### src/rtl/text_memory_loader.sv
// Streams a little-endian byte feed into 32-bit words and writes them to text memory
// at ascending word-aligned addresses while the core is held in reset.
module text_memory_loader #(
    parameter int unsigned DATA_WIDTH = 32,
    parameter int unsigned ADDR_WIDTH = 8
) (
    input  logic                  clk,
    input  logic                  rst,
    input  logic                  start,
    input  logic [ADDR_WIDTH-2:0] num_words,
    input  logic                  abort,
    input  logic [7:0]            byte_in,
    input  logic                  byte_valid,
    output logic                  byte_ready,
    output logic                  we,
    output logic [ADDR_WIDTH-1:0] addr,
    output logic [DATA_WIDTH-1:0] data_out,
    output logic                  busy,
    output logic                  done,
    output logic                  error
);

    localparam int unsigned CW        = ADDR_WIDTH - 1;
    localparam int unsigned MAX_WORDS = 2 ** (ADDR_WIDTH - 2);

    typedef enum logic [1:0] {
        IDLE  = 2'd0,
        RECV  = 2'd1,
        WRITE = 2'd2,
        DONE  = 2'd3
    } state_t;

    state_t                  r_state;
    logic [1:0]              r_idx;
    logic [DATA_WIDTH-9:0]   r_word;
    logic [CW-1:0]           r_num_words;
    logic [CW-1:0]           r_word_cnt;
    logic [ADDR_WIDTH-1:0]   r_waddr;
    logic [ADDR_WIDTH-1:0]   r_addr;
    logic [DATA_WIDTH-1:0]   r_data;
    logic                    r_we;
    logic                    r_done;
    logic                    r_error;
    logic                    r_busy;
    logic                    r_byte_ready;
    logic                    w_last_word;

    assign w_last_word = (r_word_cnt + CW'(1)) == r_num_words;

    // abort lands in the same cycle as WRITE/DONE, so it must mask those strobes directly
    assign we         = r_we & ~abort;
    assign done       = r_done & ~abort;
    assign error      = r_error;
    assign busy       = r_busy;
    assign byte_ready = r_byte_ready;
    assign addr       = r_addr;
    assign data_out   = r_data;

    always_ff @(posedge clk or posedge rst) begin
        if (rst) begin
            r_state      <= IDLE;
            r_idx        <= '0;
            r_word       <= '0;
            r_num_words  <= '0;
            r_word_cnt   <= '0;
            r_waddr      <= '0;
            r_addr       <= '0;
            r_data       <= '0;
            r_we         <= 1'b0;
            r_done       <= 1'b0;
            r_error      <= 1'b0;
            r_busy       <= 1'b0;
            r_byte_ready <= 1'b0;
        end else begin
            r_we    <= 1'b0;
            r_done  <= 1'b0;
            r_error <= 1'b0;
            case (r_state)
                IDLE: begin
                    if (start) begin
                        if (num_words == '0) begin
                            r_state <= DONE;
                            r_done  <= 1'b1;
                            r_busy  <= 1'b1;
                        end else if (32'(num_words) > MAX_WORDS) begin
                            r_error <= 1'b1;
                        end else begin
                            r_num_words  <= num_words;
                            r_word_cnt   <= '0;
                            r_waddr      <= '0;
                            r_idx        <= '0;
                            r_state      <= RECV;
                            r_busy       <= 1'b1;
                            r_byte_ready <= 1'b1;
                        end
                    end
                end
                RECV: begin
                    if (abort) begin
                        r_state      <= IDLE;
                        r_busy       <= 1'b0;
                        r_byte_ready <= 1'b0;
                        r_idx        <= '0;
                    end else if (byte_valid && r_byte_ready) begin
                        case (r_idx)
                            2'd0: r_word[7:0]   <= byte_in;
                            2'd1: r_word[15:8]  <= byte_in;
                            2'd2: r_word[23:16] <= byte_in;
                            default: begin
                                r_data       <= {byte_in, r_word};
                                r_addr       <= r_waddr;
                                r_we         <= 1'b1;
                                r_byte_ready <= 1'b0;
                                r_state      <= WRITE;
                            end
                        endcase
                        r_idx <= r_idx + 2'd1;
                    end
                end
                WRITE: begin
                    if (abort) begin
                        r_state <= IDLE;
                        r_busy  <= 1'b0;
                    end else begin
                        r_word_cnt <= r_word_cnt + CW'(1);
                        if (w_last_word) begin
                            r_state <= DONE;
                            r_done  <= 1'b1;
                        end else begin
                            r_waddr      <= r_waddr + ADDR_WIDTH'(4);
                            r_idx        <= '0;
                            r_state      <= RECV;
                            r_byte_ready <= 1'b1;
                        end
                    end
                end
                default: begin
                    r_state <= IDLE;
                    r_busy  <= 1'b0;
                end
            endcase
        end
    end

endmodule

### config.mk
export PLATFORM = sky130hd
export DESIGN_NAME = text_memory_loader
export DESIGN_NICKNAME = d
export VERILOG_FILES = /design/src/rtl/text_memory_loader.sv
export SDC_FILE = /design/constraint.sdc
export NUM_CORES = 1
export LEC_CHECK = 0
export BUFFER_PORTS_ARGS = -buffer_cell sky130_fd_sc_hd__buf_2
export CAP_MARGIN = 20
export CORE_ASPECT_RATIO = 0.8
export CORE_UTILIZATION = 40
export CTS_CLUSTER_SIZE = 30
export DETAILED_ROUTE_END_ITERATION = 8
export GPL_ROUTABILITY_DRIVEN = 0
export PLACE_DENSITY = 0.65
export SKIP_LAST_GASP = 1
export SYNTH_ARGS = -nofsm -noshare
export SYNTH_HDL_FRONTEND = slang
export SYNTH_SLANG_ARGS = --single-unit
### constraint.sdc
create_clock -name clk -period 3.2 [get_ports clk]
set_input_delay 0.32 -clock clk [delete_from_list [all_inputs] [get_ports clk]]
set_output_delay 0.32 -clock clk [all_outputs]
set_load 0.02 [all_outputs]
==> impl_metrics.json <==
{
  "multi_input_area_um2": 1610,
  "grt_usage": 0.162,
  "instances_no_fill": 524,
  "hold_viol_final": 0,
  "synthTopCellsByCount": "dfrtp_1 (91), mux2_2 (66), nand2_1 (25)",
  "drt-total-wl_mm": 7.80,
  "crit-reg2reg-capture": "byte_ready$_DFFE_PP0P_",
  "status": "finished clean",
  "p_seq_frac": 0.436,
  "fin_hold_ws_ns": 0.0501,
  "fmax_mhz": 375,
  "synthAdderAreaFrac": 0.0313,
  "core_um2": 9650,
  "p_leak_nw": 2.47,
  "cp_slowest_cell": "or3_1",
  "setup_violations": 0,
  "dr.first_iter.drc_count": 84,
  "ys_types": 41,
  "port_buffers": 62,
  "ys.flop_type": "dfrtp_1",
  "antenna_found_initial": 0,
  "ir_drop_mv": 0.313,
  "final_nets": 413,
  "cts-root-buf": "clkbuf_16",
  "arrival_ns": 2.89,
  "power_density_nw_per_um2": 741,
  "synth_top_cell_by_area": "dfrtp_1",
  "synth_top_family_by_area": "multiplexers",
  "cp-end-kind": "flop",
  "io_pins": 65,
  "synth_compound_area_frac": 0.0605,
  "cpPeakStageDelay_ns": 0.53,
  "fin_crit_sh": 0.833,
  "vias": 2606,
  "cts_made_buffers": 9,
  "ys_seq_elements": 91,
  "design.die.area_um2": 10400,
  "reg2reg_depth": 7,
  "synthArstFlopShare": 1.00,
  "layout.area.seq_um2": 2280,
  "htreeDepth": 3,
  "synth_edf_count": 0,
  "cts_hold_buf": 0,
  "r2r_slack_ns": 0.53,
  "crit_start": "r_word_cnt[0]$_DFFE_PP0P_",
  "synth_top_cell_area_share": 0.571,
  "num_rows": 32,
  "n_fill_cell": 849,
  "wire_per_inst_um": 14.9,
  "fin_skew_ns": 0.00707,
  "rsz0062_at_grt": "false",
  "power.internal_mw": 2.51,
  "dr.pass1.iters": 4,
  "placedCellCount": 508,
  "cp.required_ns": 3.42,
  "synth-simple-area-share": 0.0875,
  "grt_max_degree": 57,
  "crit_fanout": 10,
  "timing.final.max_slew_violations": 0,
  "clkTransAtPathRegs_ns": 0.06,
  "synth_area_um2": 3990,
  "start_kind": "flop",
  "grt_pass1_wl_mm": 13.0,
  "syn-instance-count": 315,
  "die_y_um": 91.3,
  "final_core_util": 0.498,
  "p_sw_mw": 1.05,
  "synth-xor-area-share": 0.0263,
  "worst_pin_slew_ns": 0.653,
  "grt_overflow": 0,
  "syn_area_per_cell_um2": 12.7,
  "ys_seq_area_frac": 0.571,
  "ys_top_cells_by_area": "dfrtp_1 (57%), mux2_2 (19%), ha_1 (3.1%), nand2_1 (2.4%), nand3_1 (1.6%)",
  "clock_latency_ns": 0.34,
  "num_antenna_cells": 0,
  "grt_pass1_vias": 2554,
  "cts_tree": "done",
  "die_w_um": 114,
  "crit_type": "reg2reg",
  "yosysWarnings": 0,
  "combinationalPowerShare": 0.239,
  "maxSlewHeadroom": 0.564,
  "drc": 0,
  "max-cap-violations": 0,
  "power.total_mw": 3.56,
  "postRouteAntennaNets": 0,
  "cts_buffer_depth": 2,
  "syn2layout_area_growth_pct": 20.4,
  "hold_path.class": "in2async",
  "fin_crit_ns": 2.67,
  "drive_gt1_frac": 0.402,
  "p_clk_frac": 0.326,
  "crit_chain": "ha_1 -> xnor2_1 -> nand3_1 -> or4_4 -> or3_1 -> and3_4 -> a22o_1",
  "synthMuxAreaShare": 0.196,
  "vias_per_cell": 4.97,
  "synth.most_common_cell": "dfrtp_1",
  "r2r-start": "r_word_cnt[0]$_DFFE_PP0P_",
  "postCtsSetupBuffers": 0,
  "power.switching_fraction": 0.294,
  "clock_sinks": 91,
  "place_hpwl_mm": 5.35,
  "start_util": 0.414,
  "cts_resized": 0,
  "tns_ns": 0
}
==> metal layers <==
metal,track usage,up-vias,part of all wire
li1,-,1242,-
met4,0.0428,0,0.0077
met5,0,-,0
met1,0.226,1312,0.49
met3,0.0467,5,0.043
met2,0.246,47,0.46
==> stage by stage <==
stage / instance area [um^2] / setup slack, ns
floorplan: 4000 / 0.516
global placement: 4470 / 0.590
detailed placement: 4470 / 0.545
CTS: 4800 / 0.541
global route: 4800 / 0.400
finish: 4800 / 0.534
==> worst max-delay path, delay by kind of cell, from the launching register on <==
kind,cells,cell delay [ns]
AND/OR/NAND/NOR,4,1.36
flip-flops,1,0.44
adder cells (fa/ha/maj),1,0.35
AO/OA/AOI/OAI,1,0.22
XOR/XNOR,1,0.19
==> power by group through the flow <==
stage | logic, mW | clock network, mW | registers [mW]
after detailed placement | 0.851 | 0 | 1.57
after global placement | 0.822 | 0 | 1.56
after CTS | 0.857 | 1.19 | 1.55
after global routing | 0.945 | 1.23 | 1.58
final | 0.849 | 1.16 | 1.55
after floorplan | 0.612 | 0 | 1.57
==> flip-flops by register name, summed over array words and instances, names as in the netlist, 2 cells and up <==
name / count
r_num_words: 7
r_state: 2
r_word_cnt: 7
r_idx: 2
r_word: 24
data_out: 32
r_waddr: 6
addr: 6
==> cell families after synthesis <==
group,after synthesis
simple gates,69
compound gates,38
other cells,1
flops,91
xor+xnor,12
fa+ha+maj,10
buf+inv,24
mux,70
==> layout by cell type, fill, tap and decap left out, types with 3 or more instances in the layout <==
cell type / Yosys / layout
xnor2_1: 7 / 7
buf_2: 0 / 62
nand2_1: 25 / 24
a21oi_1: 6 / 6
nor2b_1: 3 / 3
o21ai_0: 13 / 13
and2_1: 4 / 4
mux2_2: 66 / 66
dfrtp_1: 91 / 91
clkbuf_16: 0 / 9
inv_1: 13 / 12
xor2_1: 5 / 5
nor2_1: 10 / 10
o31ai_1: 6 / 6
nand3_1: 13 / 13
a22o_1: 4 / 4
ha_1: 10 / 10
buf_4: 2 / 4
mux2i_1: 4 / 4
==> worst max-delay path by stage <==
stage	endpoint	slack, ns	cells past startpoint
detailed placement	byte_ready$_DFFE_PP0P_	0.54	7
floorplan	addr[2]$_DFFE_PP0P_	0.52	1
global placement	byte_ready$_DFFE_PP0P_	0.59	7
CTS	byte_ready$_DFFE_PP0P_	0.54	7
global route	byte_ready$_DFFE_PP0P_	0.40	7
finish	byte_ready$_DFFE_PP0P_	0.53	7
==> final cells by class <==
type / instances / area share
Clock inverter: 6 / 0.0195
Sequential cell: 91 / 0.474
Multi-Input combinational cell: 201 / 0.336
Timing Repair Buffer: 67 / 0.0750
Clock buffer: 10 / 0.0497
Tap cell: 136 / 0.0354
Inverter: 13 / 0.0104
No activity file was read; power rests on OpenSTA's default activity.
